==> src/rtl/ide_cycle_sequencer.sv <==
// ide_cycle_sequencer
//
// Generates one IDE PIO strobe per Zorro II bus cycle that hits the IDE
// window. The strobe is framed by programmable setup, active and recovery
// times, can be stretched by the drive through IORDY (bounded by a timeout),
// and is answered with a bus acknowledge that holds until AS_n is released.
//
// Ports
//   CLK         7 MHz bus clock, rising edge
//   RESET       asynchronous, active-high reset
//   AS_n        68000 address strobe, active low
//   RW          bus direction, 1 = read
//   UDS_n/LDS_n data strobes, active low
//   ide_access  decoded IDE register hit
//   IORDY       drive ready; low stretches the active phase
//   cfg_wr      one-cycle load strobe for the timing register
//   cfg_din     [1:0] setup S, [4:2] active-1 A, [7:5] recovery R
//   IOR_n/IOW_n registered IDE read/write strobes
//   DTACK       active-high acknowledge toward the bus DTACK driver
//   busy        high whenever a transfer or its recovery is in progress
//   timeout     sticky flag, set when an IORDY stretch hits its limit
module ide_cycle_sequencer #(
  parameter logic [7:0] CFG_DEFAULT   = 8'h49,
  parameter int         IORDY_TIMEOUT = 255
) (
  input  logic       CLK,
  input  logic       RESET,
  input  logic       AS_n,
  input  logic       RW,
  input  logic       UDS_n,
  input  logic       LDS_n,
  input  logic       ide_access,
  input  logic       IORDY,
  input  logic       cfg_wr,
  input  logic [7:0] cfg_din,
  output logic       IOR_n,
  output logic       IOW_n,
  output logic       DTACK,
  output logic       busy,
  output logic       timeout
);

  localparam int EXT_W = (IORDY_TIMEOUT < 2) ? 1 : $clog2(IORDY_TIMEOUT + 1);
  localparam logic [EXT_W-1:0] EXT_MAX = EXT_W'(IORDY_TIMEOUT);

  typedef enum logic [2:0] {
    S_IDLE, S_SETUP, S_ACTIVE, S_ACK, S_RECOVER
  } state_e;

  state_e           state_q, state_d;
  logic [7:0]       cfg_q, cfg_d;
  logic [2:0]       act_q, act_d;     // active count snapshot (cycles - 1)
  logic [2:0]       rec_q, rec_d;     // recovery count snapshot
  logic [2:0]       cnt_q, cnt_d;     // down-counter for the current phase
  logic [EXT_W-1:0] ext_q, ext_d;     // IORDY stretch cycles taken so far
  logic             dir_q, dir_d;     // 1 = read transfer
  logic             ior_n_q, ior_n_d;
  logic             iow_n_q, iow_n_d;
  logic             dtack_q, dtack_d;
  logic             timeout_q, timeout_d;

  logic             start;
  logic             expire;

  assign start = !AS_n && ide_access && (!UDS_n || !LDS_n);

  // NOTE: every variable assigned here gets a default first, so no path
  // through the case statement can leave one unassigned and infer a latch.
  always_comb begin
    state_d   = state_q;
    cfg_d     = cfg_q;
    act_d     = act_q;
    rec_d     = rec_q;
    cnt_d     = cnt_q;
    ext_d     = ext_q;
    dir_d     = dir_q;
    timeout_d = timeout_q;
    expire    = 1'b0;

    if (cfg_wr) cfg_d = cfg_din;

    case (state_q)
      S_IDLE: begin
        if (start) begin
          // Snapshot now so a later cfg_wr cannot disturb this transfer.
          act_d = cfg_q[4:2];
          rec_d = cfg_q[7:5];
          dir_d = RW;
          ext_d = '0;
          if (cfg_q[1:0] != 2'd0) begin
            state_d = S_SETUP;
            cnt_d   = {1'b0, cfg_q[1:0]};
          end else begin
            state_d = S_ACTIVE;
            cnt_d   = cfg_q[4:2];
          end
        end
      end

      S_SETUP: begin
        if (AS_n) begin
          state_d = S_IDLE;
        end else if (cnt_q <= 3'd1) begin
          state_d = S_ACTIVE;
          cnt_d   = act_q;
        end else begin
          cnt_d = cnt_q - 3'd1;
        end
      end

      S_ACTIVE: begin
        if (AS_n) begin
          // Aborted transfer: drop the strobe, still honour recovery.
          if (rec_q != 3'd0) begin
            state_d = S_RECOVER;
            cnt_d   = rec_q;
          end else begin
            state_d = S_IDLE;
          end
        end else if (cnt_q != 3'd0) begin
          cnt_d = cnt_q - 3'd1;
        end else if (IORDY) begin
          state_d = S_ACK;
        end else if (ext_q == EXT_MAX) begin
          state_d = S_ACK;
          expire  = 1'b1;
        end else begin
          ext_d = ext_q + EXT_W'(1);
        end
      end

      S_ACK: begin
        if (AS_n) begin
          if (rec_q != 3'd0) begin
            state_d = S_RECOVER;
            cnt_d   = rec_q;
          end else begin
            state_d = S_IDLE;
          end
        end
      end

      S_RECOVER: begin
        if (cnt_q <= 3'd1) state_d = S_IDLE;
        else               cnt_d   = cnt_q - 3'd1;
      end

      default: state_d = S_IDLE;
    endcase

    // Expiry is applied after the clear so a coincident cfg_wr leaves it set.
    if (cfg_wr) timeout_d = 1'b0;
    if (expire) timeout_d = 1'b1;

    // Outputs are decoded from the next state so they switch on the same
    // edge as the state they belong to.
    ior_n_d = !((state_d == S_ACTIVE) && dir_d);
    iow_n_d = !((state_d == S_ACTIVE) && !dir_d);
    dtack_d = (state_d == S_ACK);
  end

  // NOTE: sequential state uses non-blocking assignments so every flop sees
  // the pre-edge values of the others, independent of statement order.
  // NOTE: the timing register has a reset value, unlike a RAM, because the
  // first transfer after reset must already run with valid timing.
  always_ff @(posedge CLK or posedge RESET) begin
    if (RESET) begin
      state_q   <= S_IDLE;
      cfg_q     <= CFG_DEFAULT;
      act_q     <= 3'd0;
      rec_q     <= 3'd0;
      cnt_q     <= 3'd0;
      ext_q     <= '0;
      dir_q     <= 1'b0;
      ior_n_q   <= 1'b1;
      iow_n_q   <= 1'b1;
      dtack_q   <= 1'b0;
      timeout_q <= 1'b0;
    end else begin
      state_q   <= state_d;
      cfg_q     <= cfg_d;
      act_q     <= act_d;
      rec_q     <= rec_d;
      cnt_q     <= cnt_d;
      ext_q     <= ext_d;
      dir_q     <= dir_d;
      ior_n_q   <= ior_n_d;
      iow_n_q   <= iow_n_d;
      dtack_q   <= dtack_d;
      timeout_q <= timeout_d;
    end
  end

  assign IOR_n   = ior_n_q;
  assign IOW_n   = iow_n_q;
  assign DTACK   = dtack_q;
  assign timeout = timeout_q;
  assign busy    = (state_q != S_IDLE);

endmodule

==> config.mk <==
export PLATFORM = sky130hd
export DESIGN_NAME = ide_cycle_sequencer
export DESIGN_NICKNAME = d
export VERILOG_FILES = /design/src/rtl/ide_cycle_sequencer.sv
export SDC_FILE = /design/constraint.sdc
export NUM_CORES = 1
export LEC_CHECK = 0
export CORE_MARGIN = 10
export CORE_UTILIZATION = 50
export DETAILED_ROUTE_END_ITERATION = 12
export PLACE_DENSITY_LB_ADDON = 0.25
export SETUP_SLACK_MARGIN = 0.1
export SYNTH_ARGS = -nofsm -noshare
export SYNTH_HDL_FRONTEND = slang
export SYNTH_SLANG_ARGS = --single-unit
==> constraint.sdc <==
create_clock -name CLK -period 6.7 [get_ports CLK]
set_clock_uncertainty 0.2 [all_clocks]
set_input_delay 1.005 -clock CLK [delete_from_list [all_inputs] [get_ports CLK]]
set_output_delay 1.005 -clock CLK [all_outputs]
set_load 0.02 [all_outputs]
==> flow_results.org, run 1 <==
** Finish
- Fin cells :: 253
- Diodes inserted :: 0
- From synthesis to final layout, the design area changed by 16.1%.
- The post-route netlist has 13.5% of its cells at a drive strength greater than 1.
- End-of-flow core utilization :: 60.6%
- Final-stage net count :: roughly 230

** Floorplanning
- The floorplan step defined a die boundary enclosing 6320 um2.
- Placement Rows :: 21
- Core area :: 3390 um2
- Y dimension of the die :: 79.5 um
- Number of placed I/O pins :: 22
- The initial utilization of the core area, before any placement, comes to 52.2%.
- Chip width :: 79.5 um

** Clock network
- Total number of H-tree levels :: 2
- Buffer cell driving the clock tree root :: sky130_fd_sc_hd__clkbuf_4
- Counting the buffers created by CTS gives 5.
- Quantity of gates resized following cts :: 0
- Max Root-Sink Buffers :: 2
- Post-CTS Hold Fix Bufs :: 0
- Buffers added to address setup during post-CTS repair amount to 0.
- Sink count of the clock tree :: 33
- CTS clk-pin slew, worst paths :: 0.10 ns
- The clock reaches the later pin of the worst-skew pair after 0.35 ns.
- Clock tree from TritonCTS :: done

** Synthesis
- The synthesized netlist devotes 23.3% of its cell area to simple gates.
- The mapped netlist covers 1770 um2.
- The Yosys step of the flow raised 0 warnings.
- Dividing the synthesized area by the synthesized cell count gives 9.56 um2.
- Nets in the synthesized netlist :: 206
- Synthesized instance count :: 185
- Sequential elements use between 40 and 50% of the synthesized area.
- Of the total synthesized cell area, the portion taken by XOR and XNOR cells is 0%.
- Post-Synth Adder-Cell Area :: 2.83%
- By area, the combinational part of the netlist is dominated by simple AND/OR/NAND/NOR gates.
- In the synthesized netlist, mux cells make up 4.46% of the area.
- Yosys mapped the design onto 48 distinct sky130hd cell types.
- Counting flops and latches in the post-synthesis netlist gives 33.
- The synthesized netlist devotes 17.9% of its cell area to compound gates.

** Global route
- Largest net degree at the start of global routing :: 34
- Global routing usage summed across all routing layers :: 13.5%
- Global-route wire length before repair :: 6940 um
- The number of antenna violations at the first check in global routing came to 0.
- The number of global-route vias before repair was between 1500 and 2000.
- Leftover overflow at the end of global routing :: 0

** Drt
- Number of vias per cell after detailed routing :: 5.79
- Count of TritonRoute iterations in the first routing pass :: 4
- The final layout contains routed wiring with a total length of 3900 um.
- In this run, the number of DRC markers left after iteration 0 of detailed routing was 179.
- Number of remaining DRC errors :: 0
- In this run the remaining antenna-violating nets after routing total 0.
- Routed wire length per instance :: 15.4 um
- Across all layers, the routed design uses 1464 vias.

** STA
- After routing, the total negative slack on setup checks comes to 0 ns.
- Number of max-slew violations in the final report :: 0
- Final critical-path setup slack :: 3.46 ns
- Worst slew margin relative to its limit :: roughly three fifths
- At the pin with the least slew margin, the transition time is roughly 0.60 ns.
- Based on the critical path, the design can be clocked at up to 309 MHz.
- Final hold viol count :: 0
- The worst path in the final design needs a cycle of 3.24 ns, including I/O delays and setup.
- Count of endpoints failing setup in the final report :: 0
- Portion of the clock cycle consumed by the worst path in the final layout :: 48.3%
- Unrepaired setup endpoints after global routing :: no

** Critical path
- The largest individual stage delay along the critical path comes from the cell sky130_fd_sc_hd__clkdlybuf4s50_1.
- The worst setup path is of the input pin to register kind.
- The signal on the critical path passes through clkdlybuf4s50_1 -> nor4b_2 -> a41oi_2 -> or4_1 -> a21oi_1.
- Crit path arrival time :: 3.31 ns
- Crit path capture type :: register
- The worst setup path is launched from an input pin.
- Data required time at the worst endpoint :: a little under 7 ns
- Slowest stage delay, CP :: 0.64 ns
- Across all register-to-register paths, the minimum setup slack is 3.89 ns.
- Top fanout value on the critical path :: 16

** Power
- Dividing total power by cell area gives a power density of 331 nW/um2.
- Worst voltage drop across the vdd grid :: between 0.0001 and 0.00015 V
- Cell leakage power :: 0.867 nW

** Job
- Across the run, the number of max-cap violations was 0.

** Placed design
- Count of buffers inserted at the top-level ports :: 21
- Final estimated routing congestion in global placement :: approximately 0.87
- # placed instances :: 245
- Estimated wirelength of the detail-placed design :: 2970 um
- Place WS :: 3.12 ns

** Outcome
- Outcome :: completed

** Min path
- The min-delay analysis places its worst path in the category register to register.
[flip-flops by register name, summed over array words and instances (netlist names), 3 cells and up]
register  count
act_q         3
cfg_q         8
cnt_q         3
ext_q         8
rec_q         3
state_q       3
[layout make-up]
class | count | area [um2]
Fill cell | 298 | 1340
Multi-Input combinational cell | 134 | 858
Sequential cell | 33 | 832
Timing Repair Buffer | 22 | 218
Tap cell | 46 | 57.6
Clock buffer | 6 | 41.3
Inverter | 10 | 37.5
Clock inverter | 2 | 10.0
[final timing paths]
kind / start / end / cells past startpoint
min in group asynchronous: RESET / rec_q[0] / 3
min: cfg_q[5] / rec_q[0] / 2
max in group asynchronous: RESET / IOW_n / 3
min reg2reg: cfg_q[5] / rec_q[0] / 2
max: AS_n / ext_q[5] / 5
max reg2reg: state_q[0] / ext_q[5] / 5
[per-layer routing]
metal	part of all wire (%)	GRT usage (%)	vias to the layer above
met5	0	0	-
met4	1.6	6.09	0
met3	6.6	3.72	6
met2	49	22.6	49
met1	42	15.6	705
li1	-	-	704
[critical path: cells and delay by family]
kind | cells | cell delay, ns
buffers and inverters | 1 | 0.64
and+or+nand+nor | 2 | 1.09
AOI/OAI and AO/OA | 2 | 0.57
[cells by family (layout without fill, tap and decap cells)]
kind of cell / Yosys count / count (layout)
mux: 7 / 7
flops: 33 / 33
simple gates: 80 / 80
fa+ha+maj: 4 / 4
buf+inv: 18 / 40
compound gates: 43 / 43
[cell usage in the layout, fill, tap and decap left out, types with 2 or more instances in the layout]
cell type / n
sky130_fd_sc_hd__o31ai_1: 3
sky130_fd_sc_hd__o21ai_0: 9
sky130_fd_sc_hd__dfstp_2: 5
sky130_fd_sc_hd__a211oi_1: 4
sky130_fd_sc_hd__nor2b_1: 2
sky130_fd_sc_hd__clkbuf_4: 5
sky130_fd_sc_hd__ha_1: 4
sky130_fd_sc_hd__nand2_1: 33
sky130_fd_sc_hd__nor2_1: 11
sky130_fd_sc_hd__clkinv_2: 2
sky130_fd_sc_hd__dfrtp_1: 28
sky130_fd_sc_hd__or3_1: 5
sky130_fd_sc_hd__o32ai_1: 2
sky130_fd_sc_hd__inv_1: 10
sky130_fd_sc_hd__mux2_2: 7
sky130_fd_sc_hd__a22oi_1: 2
sky130_fd_sc_hd__or2_2: 2
sky130_fd_sc_hd__nand3_1: 6
sky130_fd_sc_hd__a21oi_1: 6
sky130_fd_sc_hd__nor3b_1: 3
sky130_fd_sc_hd__nor3_1: 2
sky130_fd_sc_hd__nand2b_1: 4
sky130_fd_sc_hd__a221oi_1: 2
sky130_fd_sc_hd__or4_1: 2
sky130_fd_sc_hd__and2_1: 2
sky130_fd_sc_hd__clkdlybuf4s50_1: 21
sky130_fd_sc_hd__a31oi_1: 2
[stage by stage]
stage | hold slack [ns] | power, W | cell area [um2]
6_report | 0.262 | 0.000680 | 2050
2_1_floorplan | 0.235 | 0.000502 | 1770
5_1_grt | 0.311 | 0.000736 | 2050
4_1_cts | 0.272 | 0.000683 | 2050
3_5_place_dp | 0.253 | 0.000574 | 2000
3_3_place_gp | 0.252 | 0.000562 | 2000
[Yosys cell counts (all sizes together)]
| cell type | n | area share [%] |
|---|---|---|
| dfstp | 5 | 7.4 |
| o21ba | 1 | 0.57 |
| o22ai | 1 | 0.35 |
| a211oi | 4 | 1.7 |
| mux2 | 7 | 4.5 |
| o31ai | 3 | 1.3 |
| a211o | 1 | 0.50 |
| a311oi | 1 | 0.50 |
| nand3 | 6 | 1.7 |
| o21ai | 9 | 2.5 |
| and4 | 1 | 0.50 |
| nor4 | 1 | 0.35 |
| nand4 | 1 | 0.35 |
| o32ai | 2 | 0.99 |
| nand2b | 4 | 1.4 |
| buf | 4 | 1.5 |
| or4b | 1 | 0.57 |
| nor4b | 1 | 0.85 |
| or4 | 2 | 0.85 |
| a31oi | 2 | 0.71 |
| nor3b | 3 | 1.3 |
| o2111ai | 1 | 0.50 |
| a41oi | 2 | 1.4 |
| nand2 | 33 | 7.0 |
| nor3 | 3 | 1.5 |
| dfrtp | 28 | 40 |
| a21oi | 6 | 1.7 |
| a22oi | 2 | 0.85 |
| and2 | 2 | 0.71 |
| o311ai | 1 | 0.50 |
| nand3b | 1 | 0.42 |
| a22o | 1 | 0.50 |
| a221oi | 2 | 0.99 |
| nor2 | 11 | 2.3 |
| a21o | 1 | 0.42 |
| or2 | 2 | 0.71 |
| clkbuf | 4 | 0.85 |
| inv | 10 | 2.1 |
| o22a | 1 | 0.50 |
| nor2b | 2 | 0.71 |
| and3 | 1 | 0.35 |
| or3 | 5 | 1.8 |
| o221ai | 1 | 0.85 |
| ha | 4 | 2.8 |
| a21bo | 1 | 0.57 |
[report_power, final]
| part | total [W] | internal (W) | switching, W | leakage, nW |
|---|---|---|---|---|
| registers | 0.000304 | 0.000251 | 0.0000539 | 0.413 |
| logic | 0.000267 | 0.000120 | 0.000148 | 0.421 |
| clock network | 0.000108 | 0.0000399 | 0.0000685 | 0.0320 |
| total | 0.000680 | 0.000410 | 0.000270 | 0.867 |
Power figures use the tool's default switching activity.
==> run 2: changes to the inputs <==
clock period = 3 ns   (was 6.7 ns; I/O delays follow)
==> run 2 against run 1 <==
Critical path type is now register to primary output. Setup slack worse by 3.1 ns. Sequential cell count is the same. Largest power group unchanged. Highest routed layer unchanged. Non-clock buffer count grew 2. Via count up 0.82%. Global-route usage fell by 0.11 points. Routed wire length up 3.6%. Final area up 2.6%. Sequential power increased by 120%. Register-to-register slack got worse by 3.4 ns.
==> flow_results.org, run 2 (synthesis gave the netlist of run 1 again) <==
** Finish
- The fraction of final layout cells with drive strength greater than 1 is 14.8% (+1.3 points).
- The post-layout instance area is 2110 um2 (+2.6%).
- The largest registers in the layout are cfg_q: 8 flops, ext_q: 8 flops.
- Most frequent cells in the layout :: sky130_fd_sc_hd__nand2_1 (33), sky130_fd_sc_hd__dfrtp_1 (28), sky130_fd_sc_hd__clkdlybuf4s50_1 (21), sky130_fd_sc_hd__nor2_1 (11), sky130_fd_sc_hd__inv_1 (10)
- Final-stage net count :: 229 (+0.88%)
- The area growth from synthesis to layout is 19.1%.
- Diodes inserted :: 0 (unchanged)
- Most common library cell in the layout ignoring fill and taps :: sky130_fd_sc_hd__nand2_1

** Critical path
- Crit path arrival time :: 2.03 ns (-1.28 ns)
- Source of the critical timing path :: state_q[0]
- Data required time at the worst endpoint :: 2.35 ns (-4.43 ns)
- Startpoint-to-endpoint class of the critical path :: register to primary output
- Critical Path Source Type :: register
- Worst r2r src :: state_q[0]
- The top fanout value on the critical path came to 12 (-4).
- Crit path capture type :: primary output

** STA
- Count of endpoints failing setup in the final report :: 0 (unchanged)
- Post-route minimum period :: 2.68 ns
- Number of max-slew violations in the final report :: 0 (unchanged)
- The relative max-transition margin is 61.8% (+1.9 points).
- Transition time of the tightest slew-check pin :: 0.572 ns (-0.0289 ns)
- Maximum operating frequency :: 373 MHz
- Unrepaired setup endpoints after global routing :: no
- Setup TNS :: 0 ns (unchanged)
- Portion of the clock cycle consumed by the worst path in the final layout :: 89.3%
- The count of endpoints failing hold in the final timing report is 0 (unchanged).

** Drt
- Routed wire length per instance :: 15.8 um (+2.8%)
- Count of TritonRoute iterations in the first routing pass :: 4 (unchanged)
- Vias :: 1476 (+0.82%)
- Drt total wl :: 4040 um (+3.6%)
- The DRC violation count after routing came to 0 (unchanged).
- Number of vias per cell after detailed routing :: 5.79 (about the same)
- The remaining antenna violation count came to 0 (unchanged).
- The detailed router's first-iteration violation count came to 122 (-32%).

** Global route
- Global-route wire length before repair :: 6870 um (-0.99%)
- The number of antenna violations at the first check in global routing is 0 (unchanged).
- Largest net degree at the start of global routing :: 34 (unchanged)
- Met2 demand-to-capacity share in global routing :: 23.1% (+0.49 points)
- Global routing usage summed across all routing layers :: 13.4% (-0.11 points)
- The fraction of met1 tracks used by global routing is 15.0% (-0.64 points).
- met2 is the most crowded layer.
- Vias in the first global route :: 1515 (+0.33%)
- The sum of overflow across all layers after global routing came to 0 (unchanged).
- The met3 usage came to 4.17% (+0.45 points).

** Floorplanning
- Y dimension of the die :: 79.5 um (unchanged)
- The chip width is 79.5 um (unchanged).
- The row count is 21 (unchanged).
- Core area :: 3390 um2 (unchanged)
- The effective utilization at floorplan came to 52.2% (unchanged).
- DIE AREA :: 6320 um2 (unchanged)
- Number of placed I/O pins :: 22 (unchanged)

** Clock network
- Sink count of the clock tree :: 33 (unchanged)
- The clock-pin transition on the worst setup and hold timing paths came to 0.11 ns (about the same).
- The tree is rooted in a sky130_fd_sc_hd__clkbuf_4.
- Source-to-sink clock delay at the later pin of the worst-skew pair :: 0.34 ns (about the same)
- Max Root-Sink Buffers :: 2 (unchanged)
- Post-CTS Hold Fix Bufs :: 0 (unchanged)
- Clock tree from TritonCTS :: done
- The number of instances resized during post-cts repair was 0 (unchanged).
- Count of buffers added by post-CTS timing repair for setup :: 0 (unchanged)
- Total CTS buffers :: 5 (unchanged)
- The maximum level of the CTS H-tree is 2 (unchanged).

** Placed design
- Count of buffers inserted at the top-level ports :: 21 (unchanged)
- Estimated wirelength of the detail-placed design :: 3010 um (+1.5%)
- Final estimated routing congestion in global placement :: 0.829 (-4.5%)
- The cell area after placement is 2020 um2 (+0.75%).

** Outcome
- Outcome :: completed

** Power
- The leakage dissipation came to 0.889 nW (+2.6%).
- Power per unit of standard cell area :: 786 nW/um2 (+140%)
- The worst voltage drop across the vdd grid is 0.000413 V (+190%).

** Min path
- Worst Hold Launch :: cfg_q[7]
- Class of the worst hold path :: register to register

** Job
- The count of maximum capacitance violations was 0 (unchanged).
## run 2: changes by cell type in the layout (fill, tap and decap cells not counted), sizes merged
cell / delta
buf: +2
bufinv: +1
clkinv: -2
clkinvlp: +1
## run 2: cell type report
cell class	count	area, um2
Inverter	10	37.5
Fill cell	277	1280
Sequential cell	33	832
Timing Repair Buffer	24	233
Clock buffer	6	51.3
Tap cell	46	57.6
Clock inverter	2	37.5
Multi-Input combinational cell	134	858
## run 2: worst max-delay path, stage by stage (launching register included)
cell                              delay [ns]
sky130_fd_sc_hd__dfrtp_1                0.54
sky130_fd_sc_hd__or3_1                  0.54
sky130_fd_sc_hd__clkdlybuf4s50_1        0.61
## run 2: final timing paths
kind / endpoint / slack, ns / depth (start not counted)
min in group asynchronous: act_q[0] / 0.30 / 3
max in group asynchronous: IOW_n / 1.97 / 3
min reg2reg: rec_q[2] / 0.28 / 2
max: busy / 0.32 / 2
max reg2reg: ext_q[5] / 0.54 / 5
min: rec_q[2] / 0.28 / 2
## run 2: layer usage
layer,part of all wire (%),vias to the layer above
li1,-,711
met1,41,712
met2,51,45
met3,6.0,8
met4,1.6,0
met5,0,-
## run 2: report_power, final
| group | internal [W] | switching (W) |
|---|---|---|
| combinational | 0.000271 | 0.000344 |
| sequential | 0.000559 | 0.000124 |
| clock | 0.000198 | 0.000160 |
| total | 0.00103 | 0.000628 |
## run 2: stage by stage
step | hold WS, ns | utilization [%] | setup WS, ns | instances | power (W)
after global routing | 0.313 | 62.2 | 0.273 | 255 | 0.00177
final | 0.284 | 62.2 | 0.322 | 255 | 0.00166
after floorplan | 0.235 | - | 0.788 | 185 | 0.00112
after global placement | 0.251 | 59.5 | 0.385 | 247 | 0.00126
after CTS | 0.288 | 62.2 | 0.325 | 255 | 0.00166
after detailed placement | 0.262 | 59.5 | 0.293 | 247 | 0.00130
